`src/rtl/riscv_pkg.sv`:
```
// Shared RV32 core types used across the front end.
// Latency: n/a (types and constants only).
// Backpressure: n/a.
package riscv_pkg;

  localparam int XLEN = 32;

  // addi x0, x0, 0: shown to decode whenever the fetch buffer is empty.
  localparam logic [31:0] NOP_INSTR = 32'h0000_0013;

  // One prefetch buffer entry: the instruction and the PC it was fetched from.
  typedef struct packed {
    logic [XLEN-1:0] pc;
    logic [XLEN-1:0] instr;
  } fetch_entry_t;

endpackage

```
`src/rtl/fetch_fifo.sv`:
```
// Prefetch buffer: synchronous FIFO with show-ahead head.
// Latency: a push is visible at head the cycle after it is written.
// Backpressure: none internal; caller never pushes when full nor pops when empty.
//
// Ports:
//   clk, rst        clock, synchronous active-high reset
//   push/push_data  write one entry
//   pop             retire the head entry
//   flush           drop all entries; wins over push and pop in the same cycle
//   head            current head entry (undefined when count == 0)
//   count           number of valid entries, 0..DEPTH
module fetch_fifo #(
  parameter int WIDTH = 64,
  parameter int DEPTH = 2
) (
  input  logic                     clk,
  input  logic                     rst,
  input  logic                     push,
  input  logic [WIDTH-1:0]         push_data,
  input  logic                     pop,
  input  logic                     flush,
  output logic [WIDTH-1:0]         head,
  output logic [$clog2(DEPTH):0]   count
);

  localparam int AW = $clog2(DEPTH);
  localparam int CW = AW + 1;

  logic [WIDTH-1:0] mem [DEPTH];
  logic [AW-1:0]    rd_ptr;
  logic [AW-1:0]    wr_ptr;
  logic [CW-1:0]    cnt;

  // DEPTH is a power of two, so the pointers wrap naturally.
  always_ff @(posedge clk) begin
    if (rst || flush) begin
      rd_ptr <= '0;
      wr_ptr <= '0;
      cnt    <= '0;
    end else begin
      if (push) wr_ptr <= wr_ptr + AW'(1);
      if (pop)  rd_ptr <= rd_ptr + AW'(1);
      case ({push, pop})
        2'b10:   cnt <= cnt + CW'(1);
        2'b01:   cnt <= cnt - CW'(1);
        default: cnt <= cnt;
      endcase
    end
  end

  // Storage needs no reset: count gates everything read out of it.
  always_ff @(posedge clk) begin
    if (push && !flush) mem[wr_ptr] <= push_data;
  end

  assign head  = mem[rd_ptr];
  assign count = cnt;

endmodule

```
`src/rtl/fetch_unit.sv`:
```
// RISC-V instruction fetch: PC owner, imem requester, prefetch buffer to decode.
// Latency: response beat in cycle N appears at valid_d in N+1; redirect empties outputs in N+1.
// Backpressure: credit-limited requests (outstanding + buffered <= FIFO_DEPTH); stall_d holds head.
//
// Ports:
//   clk, rst                 clock, synchronous active-high reset
//   imem_req_valid/ready     request channel, imem_req_addr = current fetch PC (word aligned)
//   imem_rsp_valid/data      in-order response beats
//   redirect_valid/pc        taken branch/jump from execute; flushes and refetches
//   stall_d                  decode cannot accept the head this cycle
//   valid_d/instr_d/pc_d/pc_plus4_d   head entry (NOP/0/0 when empty)
// Optional: define FETCH_PERF_EN to add perf_fetched / perf_bubbles counters.
module fetch_unit
  import riscv_pkg::*;
#(
  parameter int                    DATA_WIDTH = 32,
  parameter int                    ADDR_WIDTH = 32,
  parameter logic [ADDR_WIDTH-1:0] RESET_PC   = '0,
  parameter int                    FIFO_DEPTH = 2
) (
  input  logic                  clk,
  input  logic                  rst,
  output logic                  imem_req_valid,
  input  logic                  imem_req_ready,
  output logic [ADDR_WIDTH-1:0] imem_req_addr,
  input  logic                  imem_rsp_valid,
  input  logic [DATA_WIDTH-1:0] imem_rsp_data,
  input  logic                  redirect_valid,
  input  logic [ADDR_WIDTH-1:0] redirect_pc,
  input  logic                  stall_d,
  output logic                  valid_d,
  output logic [DATA_WIDTH-1:0] instr_d,
  output logic [ADDR_WIDTH-1:0] pc_d,
  output logic [ADDR_WIDTH-1:0] pc_plus4_d
`ifdef FETCH_PERF_EN
  ,
  output logic [31:0]           perf_fetched,
  output logic [31:0]           perf_bubbles
`endif
);

  localparam int CW = $clog2(FIFO_DEPTH) + 1;

  logic [ADDR_WIDTH-1:0] pc;
  logic [ADDR_WIDTH-1:0] rsp_pc;
  logic [ADDR_WIDTH-1:0] redirect_pc_al;
  logic [CW-1:0]         outstanding;
  logic [CW-1:0]         discard;
  logic [CW-1:0]         count;
  logic [CW:0]           credit_used;
  logic                  pop;
  logic                  push;
  logic                  issue;
  logic                  rsp_ok;
  fetch_entry_t          push_entry;
  fetch_entry_t          head_entry;

  assign redirect_pc_al = redirect_pc & ~ADDR_WIDTH'(3);

  assign valid_d = ~rst & (count != '0);
  assign pop     = valid_d & ~stall_d;

  // Every in-flight request owns a buffer slot, so the buffer can never overflow.
  // A same-cycle pop frees a slot early, which keeps L=1 fetch at one per cycle.
  assign credit_used    = {1'b0, outstanding} + {1'b0, count} - (CW+1)'(pop);
  assign imem_req_valid = ~rst & ~redirect_valid & (credit_used < (CW+1)'(FIFO_DEPTH));
  assign imem_req_addr  = pc;
  assign issue          = imem_req_valid & imem_req_ready;

  // A beat with nothing outstanding is a protocol error; it is ignored.
  assign rsp_ok = imem_rsp_valid & (outstanding != '0);
  // Beats from before a redirect are dropped while discard is non-zero.
  assign push   = rsp_ok & (discard == '0) & ~redirect_valid;

  always_comb begin
    push_entry       = '0;
    push_entry.pc    = XLEN'(rsp_pc);
    push_entry.instr = XLEN'(imem_rsp_data);
  end

  fetch_fifo #(
    .WIDTH ($bits(fetch_entry_t)),
    .DEPTH (FIFO_DEPTH)
  ) u_fifo (
    .clk       (clk),
    .rst       (rst),
    .push      (push),
    .push_data (push_entry),
    .pop       (pop & ~redirect_valid),
    .flush     (redirect_valid),
    .head      (head_entry),
    .count     (count)
  );

  always_comb begin
    instr_d    = DATA_WIDTH'(NOP_INSTR);
    pc_d       = '0;
    pc_plus4_d = '0;
    if (valid_d) begin
      instr_d    = DATA_WIDTH'(head_entry.instr);
      pc_d       = ADDR_WIDTH'(head_entry.pc);
      pc_plus4_d = ADDR_WIDTH'(head_entry.pc) + ADDR_WIDTH'(4);
    end
  end

  always_ff @(posedge clk) begin
    if (rst) begin
      pc          <= RESET_PC;
      rsp_pc      <= RESET_PC;
      outstanding <= '0;
      discard     <= '0;
    end else begin
      // A redirect cycle never issues, so outstanding only tracks the bus.
      case ({issue, rsp_ok})
        2'b10:   outstanding <= outstanding + CW'(1);
        2'b01:   outstanding <= outstanding - CW'(1);
        default: outstanding <= outstanding;
      endcase

      if (redirect_valid) begin
        pc      <= redirect_pc_al;
        rsp_pc  <= redirect_pc_al;
        // Beats still on the bus after this cycle all belong to the old path.
        discard <= outstanding - CW'(rsp_ok);
      end else begin
        if (issue) pc <= pc + ADDR_WIDTH'(4);
        if (push)  rsp_pc <= rsp_pc + ADDR_WIDTH'(4);
        if (rsp_ok && (discard != '0)) discard <= discard - CW'(1);
      end
    end
  end

`ifdef FETCH_PERF_EN
  always_ff @(posedge clk) begin
    if (rst) begin
      perf_fetched <= '0;
      perf_bubbles <= '0;
    end else begin
      if (pop)                 perf_fetched <= perf_fetched + 32'd1;
      if (!valid_d && !stall_d) perf_bubbles <= perf_bubbles + 32'd1;
    end
  end
`endif

  a_rsp_without_req: assert property (@(posedge clk) disable iff (rst)
    !(imem_rsp_valid && (outstanding == '0)));

endmodule

```
`config.mk`:
```
export PLATFORM = sky130hd
export DESIGN_NAME = fetch_unit
export DESIGN_NICKNAME = d
export VERILOG_FILES = /design/src/rtl/riscv_pkg.sv /design/src/rtl/fetch_fifo.sv /design/src/rtl/fetch_unit.sv
export SDC_FILE = /design/constraint.sdc
export NUM_CORES = 1
export LEC_CHECK = 0
export BUFFER_PORTS_ARGS = -buffer_cell sky130_fd_sc_hd__buf_2
export CAP_MARGIN = 40
export CORE_MARGIN = 2
export CORE_UTILIZATION = 45
export CTS_BUF_LIST = sky130_fd_sc_hd__clkbuf_2
export CTS_CLUSTER_SIZE = 8
export DETAILED_ROUTE_END_ITERATION = 16
export HOLD_SLACK_MARGIN = 0.03
export PLACE_DENSITY_LB_ADDON = 0.15
export SLEW_MARGIN = 0
export SYNTH_ARGS = -nofsm -noshare
export SYNTH_HDL_FRONTEND = slang
export SYNTH_SLANG_ARGS = --single-unit
```
`constraint.sdc`:
```
create_clock -name clk -period 4.5 [get_ports clk]
set_clock_uncertainty 0.05 [all_clocks]
set_input_delay 0.225 -clock clk [delete_from_list [all_inputs] [get_ports clk]]
set_output_delay 0.225 -clock clk [all_outputs]
set_load 0.005 [all_outputs]
```
==> Word-level counts from Yosys, hierarchy flattened <==
Memory sizes are Yosys's and may differ from the RTL's. A register that Yosys moved wholly into a read port is not among the register bits.
Index checks and enable logic that the tools add are counted.
Widths: inputs -> output; s select.
{ "totals": {"output_inout_bits": 130, "reg_bits": 72, "n_memories": 1, "mem_bits_rw": 128} }
{ "memory_table": {"columns": ["memory", "words", "word_bits", "rd", "rd_ports_with_merged_regs", "wr", "line_no", "rtl"], "rows": [
  ["u_fifo.mem", 2, 64, 1, 1, 1, "fetch_fifo.sv:29", "logic [WIDTH-1:0] mem [DEPTH];"]
]} }
{ "op_classes": {"order_cmp": 1, "mux": 15, "n_eq_ne": 4, "n_reduce_logical": 14, "add_sub_neg": 13, "bitwise_logic": 12} }
{ "ops": {"columns": ["cell", "count"], "rows": [
  ["$mux 32", 7],
  ["$add 32x3->32 const B", 3],
  ["$reduce_bool 2->1", 8],
  ["$and 1x1->1", 9],
  ["$pmux 2 s2", 2],
  ["$sub 2x1->2 const B", 3],
  ["$add 2x1->2 const B", 2],
  ["$eq 2x1->1 const B", 2],
  ["$eq 2x2->1 const B", 2],
  ["$mux 1", 4],
  ["$mux 2", 2],
  ["$add 2x2->3", 1],
  ["$lt 3x2->1 const B", 1],
  ["$not 1->1", 3],
  ["$sub 3x1->3", 1],
  ["$add 1x1->1 const B", 2],
  ["$logic_and 1x1->1", 2],
  ["$logic_not 2->1", 1],
  ["$reduce_or 2->1", 1],
  ["$sub 2x1->2", 1],
  ["$logic_not 1->1", 1],
  ["$logic_or 1x1->1", 1]
]} }

==> Depth between registers and ports, before layout <==
Gate-level depths: netlist (run 1).
{ "logic_depth": {"word_depth": 9, "ltp_mapped": 16, "ltp_nobuf": 12} }

==> Cells and area by module <==
A second synthesis (run 1) with hierarchy kept.
{ "unflattened": {"cells_unflattened": 882, "area_unflattened_um2": 9654.3} }
{ "by_module_without_submodules": {"columns": ["mod", "n_inst", "area_each_um2", "cells_each"], "rows": [
  ["fetch_unit", 1, 4852.2, 663],
  ["fetch_fifo", 1, 4802.1, 219]
]} }

==> Worst setup path before layout (run 1) <==
No wires, ideal clock.
{ "synth_timing": {"path_type": "input-to-reg", "from": "input redirect_valid", "to": "memory u_fifo.mem[0][0] (enable)", "arrival_ns": 3.713, "stages": 6, "path_slack_ns": 0.255, "n_path_buf": 3, "path_cell_list": "buf_6 -> clkinv_1 -> clkbuf_1 -> clkbuf_1 -> nand2_1 -> nor2_1"} }
{ "synth_via": {"elab_chain_len": 5, "word_cells_on_any_way": 6, "classes_between": "mux: 2; bitwise: 2; reduce/logical: 2"} }
{ "synth_lines": {"columns": ["element", "line_no", "rtl"], "rows": [
  ["start, declared", "fetch_unit.sv:28", "input logic redirect_valid,"],
  ["$not 1->1", "fetch_unit.sv:73", "assign push = rsp_ok & (discard == '0) & ~redirect_valid;"],
  ["$and 1x1->1", "fetch_unit.sv:73", null],
  ["$logic_and 1x1->1 (*)", "fetch_fifo.sv:53", "if (push && !flush) mem[wr_ptr] <= push_data;"],
  ["$mux 1 (*)", "fetch_fifo.sv:53", null],
  ["$mux 1 (implied by the code) (*)", "fetch_fifo.sv:53", null],
  ["end, declared", "fetch_fifo.sv:29", null]
]} }
Mark *: on every way between the ends. The rest lies on a longest branch, timed or not.

==> Worst setup path in the final report (run 1) <==
{ "layout_timing": {"from": "register u_fifo.cnt[0] (netlist: u_fifo.count[0])", "to": "register pc[22] (netlist: imem_req_addr[22])"} }
{ "layout_via": {"elab_chain_len": 8, "word_cells_on_any_way": 9, "classes_between": "add/sub: 2; order compare: 1; bitwise: 4; reduce/logical: 2"} }
{ "layout_lines": {"columns": ["element", "line_no", "rtl"], "rows": [
  ["start, declared", "fetch_fifo.sv:32", "logic [CW-1:0] cnt;"],
  ["start signal, assigned", "fetch_fifo.sv:44", "2'b10: cnt <= cnt + CW'(1);"],
  ["start signal, assigned", "fetch_fifo.sv:45", "2'b01: cnt <= cnt - CW'(1);"],
  ["start signal, assigned", "fetch_fifo.sv:46", "default: cnt <= cnt;"],
  ["$reduce_bool 2->1", "fetch_unit.sv:60", "assign valid_d = ~rst & (count != '0);"],
  ["$and 1x1->1", "fetch_unit.sv:60", null],
  ["$and 1x1->1", "fetch_unit.sv:61", "assign pop = valid_d & ~stall_d;"],
  ["$sub 3x1->3 (*)", "fetch_unit.sv:65", "assign credit_used = {1'b0, outstanding} + {1'b0, count} - (CW+1)'(pop);"],
  ["$lt 3x2->1 (*)", "fetch_unit.sv:66", "assign imem_req_valid = ~rst & ~redirect_valid & (credit_used < (CW+1)'(FIFO_DEPTH));"],
  ["$and 1x1->1 (*)", "fetch_unit.sv:66", null],
  ["$and 1x1->1 (*)", "fetch_unit.sv:68", "assign issue = imem_req_valid & imem_req_ready;"],
  ["$reduce_bool 2->1 (no source line) (*)", null, null],
  ["end signal, assigned", "fetch_unit.sv:121", "pc <= redirect_pc_al;"],
  ["end signal, assigned", "fetch_unit.sv:126", "if (issue) pc <= pc + ADDR_WIDTH'(4);"],
  ["end, declared", "fetch_unit.sv:44", "logic [ADDR_WIDTH-1:0] pc;"]
]} }
Marks and branches as above.
A chain may end at the register's enable or synchronous reset.

==> impl_metrics.toml, run 1 <==
[outcome]
status = "finished clean"

[synth]
ys_ff_latch = 193
synth_cell_types = 67
synthCells = 911
synth_flop_cell = "edfxtp_1"
synth_warnings = 0
syn-mean-instance-area_um2 = 10.5
synth_area_um2 = 9590
synth_edf_count = 124
synth-async-reset-ratio_pct = 0
synth.yosys.seq_area_share_pct = 53.3

[pwr]
p_seq_share_pct = 61.0
p_leak_nw = 4.49
ir_worst_vdd_uv = 146
p_clk_share_pct = 25.5
switching_share_pct = 29.3
p_int_mw = 2.40
p_sw_mw = 0.994
power_density_nw_per_um2 = 282
pwr-share-comb_pct = 13.5

[setup_path]
crit_type = "reg -> reg"
crit_start = "u_fifo.count[0]$_SDFFE_PP0P_"
end_kind = "flop"
cp.required_ps = 5180
r2r-end = "imem_req_addr[22]$_SDFFE_PP0P_"
reg2reg_slack_ps = 320
worstReg2RegStart = "u_fifo.count[0]$_SDFFE_PP0P_"
worstSetupStartpointType = "flop"
cp-endpoint = "imem_req_addr[22]$_SDFFE_PP0P_"
crit_path_max_fanout = 28
ff2ff_path_depth = 13
cp.arrival_ps = 4860

[sta]
rsz0062_at_grt = "false"
fmax_mhz = 239
max_slew_margin_pct = 41.8
max_slew.worst_pin.slew_ps = 873
final.setup.tns_ps = 0
setup_viol = 0
finalMaxSlewViolations = 0
period_needed_ps = 4180
post-route-period-util_pct = 92.9
finalHoldViolCount = 0

[floorplanning]
start_util_pct = 45.7
num_rows = 53
die-area_um2 = 22500
coreArea_um2 = 21000
die_x_um = 150
io_pins = 200
die-height_um = 150

[drt]
route.detailed.drc = 0
drtIter0Drc = 520
wl_per_cell_um = 16.0
wirelength_um = 23500
vias_per_cell = 5.30
vias = 7778
first_pass_iters = 7
antenna_left = 0

[clock_network]
cts-root-buf = "clkbuf_2"
cts_tree = "done"
cts_buffer_depth = 2
cts_buffers = 17
clk_latency_ps = 760
clkTransAtPathRegs_ps = 320
cts_max_level = 4
cts_sinks = 193

[global_route]
grt.total_usage_pct = 20.7
grt_pass1_wl_um = 37000
antenna_found_initial = 1
grt_max_degree = 85
grt_overflow = 0
grt_pass1_vias = 7131

[cells_and_area]
syn2layout_area_growth_pct = 25.5
fin_nets = 1259
drive_gt1_share_pct = 21.9
instances_no_fill = 1468
fillers = 1822

[hold_path]
holdPathStages = 2
min_path_type = "in -> reg"

[placement]
io_buffer_count = 191
dpl.hpwl_um = 15900
place.gp.congestion = 0.834
placed_cells = 1336

[flow_run]
max_cap_violations = 0
## kinds of logic (layout without fill, tap and decap cells)
logic type | Yosys count | after routing | synth area share [%]
and+or+nand+nor | 351 | 351 | 18.8
DFF | 193 | 193 | 53.3
AOI/OAI and AO/OA | 150 | 150 | 10.3
buffers and inverters | 83 | 359 | 3.96
muxes | 66 | 66 | 7.00
xor gates and xnor gates | 57 | 57 | 5.21
adders and majority gates | 10 | 10 | 1.38
other | 1 | 7 | 0.0391
## state kept, by name, indices dropped and copies added (netlist names), named ones only
name / flops
u_fifo.wr_ptr: 1
rsp_pc: 30
u_fifo.rd_ptr: 1
imem_req_addr: 30
outstanding: 2
u_fifo.mem: 124
discard: 2
u_fifo.count: 2
## Yosys cell counts (3+ instances only)
master | instances | area (um^2)
a22oi_1 | 4 | 30.0
mux2i_1 | 58 | 581
and4_1 | 12 | 105
o31ai_1 | 5 | 37.5
a311oi_1 | 3 | 26.3
clkbuf_1 | 28 | 105
a222oi_1 | 3 | 30.0
or3_1 | 6 | 37.5
nand3b_1 | 7 | 52.6
nor2b_1 | 6 | 37.5
xor2_1 | 27 | 236
nor4_1 | 9 | 56.3
a21boi_0 | 14 | 105
buf_1 | 8 | 30.0
ha_1 | 9 | 113
o21a_1 | 7 | 52.6
a211oi_1 | 16 | 120
o31a_1 | 3 | 26.3
and2_1 | 6 | 37.5
and3_1 | 10 | 62.6
edfxtp_1 | 124 | 3720
o21ai_0 | 28 | 140
dfxtp_1 | 69 | 1380
nand2b_1 | 3 | 18.8
a31oi_1 | 17 | 106
buf_2 | 14 | 70.1
o21bai_1 | 3 | 22.5
nand4b_1 | 13 | 114
buf_4 | 6 | 45.0
a21oi_1 | 33 | 165
xnor2_1 | 30 | 263
nor3_1 | 19 | 95.1
buf_6 | 3 | 33.8
nand4_1 | 33 | 206
inv_1 | 21 | 78.8
nand3_1 | 25 | 125
mux2_2 | 8 | 90.1
nor2_1 | 114 | 428
nand4_2 | 3 | 37.5
nand2_1 | 73 | 274
## power groups by stage
stage	logic, mW	registers (mW)	clock network [mW]
finish	0.457	2.07	0.864
global route	0.513	2.08	0.983
CTS	0.448	2.07	0.892
detailed placement	0.390	2.10	0
global placement	0.381	2.10	0
floorplan	0.267	2.08	0
## layout by cell type, fill, tap and decap left out, types with 27 or more instances in the layout
cell / Yosys / routed
o21ai_0: 28 / 28
xor2_1: 27 / 27
mux2i_1: 58 / 58
xnor2_1: 30 / 30
nor2_1: 114 / 113
dfxtp_1: 69 / 68
nand4_1: 33 / 33
buf_2: 14 / 191
dlygate4sd3_1: 0 / 99
a21oi_1: 33 / 33
edfxtp_1: 124 / 124
nand2_1: 73 / 73
## worst min-delay path by stage
| stage | start | endpoint |
|---|---|---|
| final | imem_rsp_data[5] | u_fifo.mem[0][5]$_DFFE_PP_ |
| after global placement | imem_rsp_data[13] | u_fifo.mem[0][13]$_DFFE_PP_ |
| after global routing | imem_rsp_data[0] | u_fifo.mem[1][0]$_DFFE_PP_ |
| after CTS | imem_rsp_data[8] | u_fifo.mem[0][8]$_DFFE_PP_ |
| after floorplan | imem_rsp_data[0] | u_fifo.mem[0][0]$_DFFE_PP_ |
| after detailed placement | imem_rsp_data[13] | u_fifo.mem[0][13]$_DFFE_PP_ |
## critical path, cell delays in order, from the launching register on
cell	delay, ps
dfxtp_1	520
o21bai_4	70
nor2_1	170
ha_1	260
nand2b_1	150
fa_1	380
xor2_1	190
and4_1	550
inv_1	110
buf_4	260
nor4_1	330
mux2_2	370
a21oi_1	150
dlygate4sd3_1	580
## metrics by stage
step	hold slack (ps)	instance area, um^2	power [mW]	setup WS (ps)	util [%]
after global placement	363	10700	2.48	990	51.3
after detailed placement	366	10800	2.49	923	51.4
after floorplan	274	9600	2.35	255	-
after global routing	31.4	12000	3.58	82.2	57.4
after CTS	31.2	11900	3.41	361	56.7
final	110	12000	3.39	317	57.4
## routing by layer
layer	track usage, %	share of wire (%)
met5	0	0
met4	4.53	0.94
met3	4.09	6.4
met2	31.6	44
met1	30.7	49
## area by class of cell
cell class | count | area (um^2) | area share, %
well taps | 275 | 344 | 2.86
multi-input cells | 640 | 4140 | 34.4
diodes | 1 | 2.50 | 0.0208
clock buffers | 17 | 85.1 | 0.708
clock inverters | 15 | 170 | 1.42
inverters | 22 | 82.6 | 0.687
flip-flops and latches | 193 | 5110 | 42.5
repair buffers | 305 | 2090 | 17.4
## repair_timing
item	CTS	global route
hold buffers	85	14
resized for setup	0	0
setup buffers	0	0
hold endpoints to repair	131	26
No activity file was read; power rests on OpenSTA's default activity.
==> inputs of run 2 (changes only) <==
==> constraint.sdc (replaced) <==
create_clock -name clk -period 4.5 [get_ports clk]
set_clock_uncertainty 0.05 [all_clocks]
set_input_delay 0.675 -clock clk [delete_from_list [all_inputs] [get_ports clk]]
set_output_delay 0.675 -clock clk [all_outputs]
set_load 0.005 [all_outputs]
==> impl_metrics.toml, run 2 (same netlist as run 1, synthesis figures left out) <==
[placement]
placed_cells = 1336
place.gp.congestion = 0.848
io_buffer_count = 191
dpl.hpwl_um = 15900

[drt]
antenna_left = 0
vias_per_cell = 5.35
route.detailed.drc = 0
drtIter0Drc = 449
vias = 7549
wirelength_um = 22800
wl_per_cell_um = 16.1
first_pass_iters = 7

[clock_network]
cts_buffers = 17
cts_buffer_depth = 2
cts_max_level = 4
cts-root-buf = "clkbuf_2"
clk_latency_ps = 770
cts_tree = "done"
cts_sinks = 193
clkTransAtPathRegs_ps = 290

[cells_and_area]
regArea_um2 = 5110
largest_register = "u_fifo.mem"
drive_gt1_share_pct = 23.2
multi_input_area_um2 = 4140
syn2layout_area_growth_pct = 19.1
final_common_cell = "buf_2"
fillers = 1942
final_cell_mix = "buf_2, edfxtp_1, nor2_1, nand2_1, dfxtp_1"
fin_nets = 1203
instances_no_fill = 1412
largest_reg_flops = 124

[setup_path]
cp-endpoint = "pc_plus4_d[26]"
worstSetupStartpointType = "flop"
crit_path_max_fanout = 25
critPathBufInv = 2
end_kind = "primary output"
cp.arrival_ps = 3510
ff2ff_path_depth = 12
r2r-end = "outstanding[1]$_SDFFE_PP0P_"
cp_slowest_cell = "dfxtp_4"
cpPeakStageDelay_ps = 620
reg2reg_slack_ps = 1220
cp.required_ps = 3770
cp.depth = 9
cp_top_family = "flip-flops"
crit_chain = "mux2_2 > ha_1 > nand4_1 > a222oi_1 > buf_4 > nand4_1 > a21oi_2 > mux2_2 > buf_2"
crit_type = "reg -> out"
worstReg2RegStart = "u_fifo.count[0]$_SDFFE_PP0P_"

[sta]
fmax_mhz = 236
finalHoldViolCount = 0
rsz0062_at_grt = "false"
final.setup.tns_ps = 0
post-route-period-util_pct = 94.2
finalMaxSlewViolations = 0
period_needed_ps = 4240
max_slew.worst_pin.slew_ps = 858
setup_viol = 0
max_slew_margin_pct = 42.8

[hold_path]
min_path_type = "in -> reg"

[pwr]
p_leak_nw = 4.25
power_density_nw_per_um2 = 291
ir_worst_vdd_uv = 139

[floorplanning]
die-area_um2 = 22500
num_rows = 53
start_util_pct = 45.7
die_x_um = 150
io_pins = 200
coreArea_um2 = 21000
die-height_um = 150

[flow_run]
max_cap_violations = 0

[global_route]
antenna_found_initial = 1
grt_max_degree = 85
grt_pass1_vias = 6928
grt_pass1_wl_um = 35600
grt_overflow = 0
grt.total_usage_pct = 20.1

[outcome]
status = "finished clean"
run 2: cell count changes in the layout (fill, tap and decap cells not counted), sizes merged:
cell	change
clkinv	-3
buf	+2
inv	+3
dlygate4sd3	-58
run 2: final cells by class:
type / instances / area share (%)
Tap cell: 275 / 3.01
Timing Repair Buffer: 249 / 13.1
Multi-Input combinational cell: 640 / 36.3
Clock buffer: 17 / 0.745
Sequential cell: 193 / 44.7
Clock inverter: 15 / 1.31
Inverter: 22 / 0.723
Antenna cell: 1 / 0.0219
run 2: worst min-delay path by stage:
stage / start / to / slack, ps / cells past startpoint
finish: redirect_pc[27] / rsp_pc[27]$_SDFFE_PP0P_ / 100 / 3
global route: redirect_pc[27] / imem_req_addr[27]$_SDFFE_PP0P_ / 30 / 3
CTS: redirect_pc[19] / imem_req_addr[19]$_SDFFE_PP0P_ / 30 / 3
detailed placement: rsp_pc[31]$_SDFFE_PP0P_ / u_fifo.mem[1][63]$_DFFE_PP_ / 420 / 0
global placement: rsp_pc[31]$_SDFFE_PP0P_ / u_fifo.mem[0][63]$_DFFE_PP_ / 410 / 0
floorplan: rsp_pc[31]$_SDFFE_PP0P_ / u_fifo.mem[0][63]$_DFFE_PP_ / 400 / 0
run 2: worst min-delay path, cell delays in order:
cell and delay [ps]:
buf_2 110, nor2_1 80, a211oi_1 50
run 2: per-layer routing:
layer / GRT usage [%] / wire length, um
met1: 29.2 / 11000
met2: 30.9 / 9810
met3: 4.21 / 1710
met4: 4.67 / 205
met5: 0 / 0
run 2: power by group:
group	internal (mW)	total, mW	switching (mW)
registers	1.99	2.07	0.0840
logic	0.182	0.414	0.232
clock network	0.188	0.845	0.658
total	2.35	3.33	0.973
run 2: metrics by stage:
step / total power [mW] / area [um^2] / setup slack [ps] / util, % / hold WS [ps]
final: 3.33 / 11400 / 261 / 54.5 / 99.7
after global routing: 3.51 / 11400 / 25.4 / 54.5 / 31.6
after CTS: 3.36 / 11400 / 93.0 / 54.2 / 30.1
after detailed placement: 2.49 / 10700 / 729 / 51.3 / 420
after global placement: 2.48 / 10700 / 719 / 51.2 / 413
after floorplan: 2.35 / 9610 / 459 / - / 397
run 2: timing repair:
action,4_1_cts,5_1_grt
hold buffers,37,4
pin swaps,1,1
resized for setup,1,2
hold endpoints to repair,69,4
endpoints found under the setup margin,3,5
buffers inserted,1,1
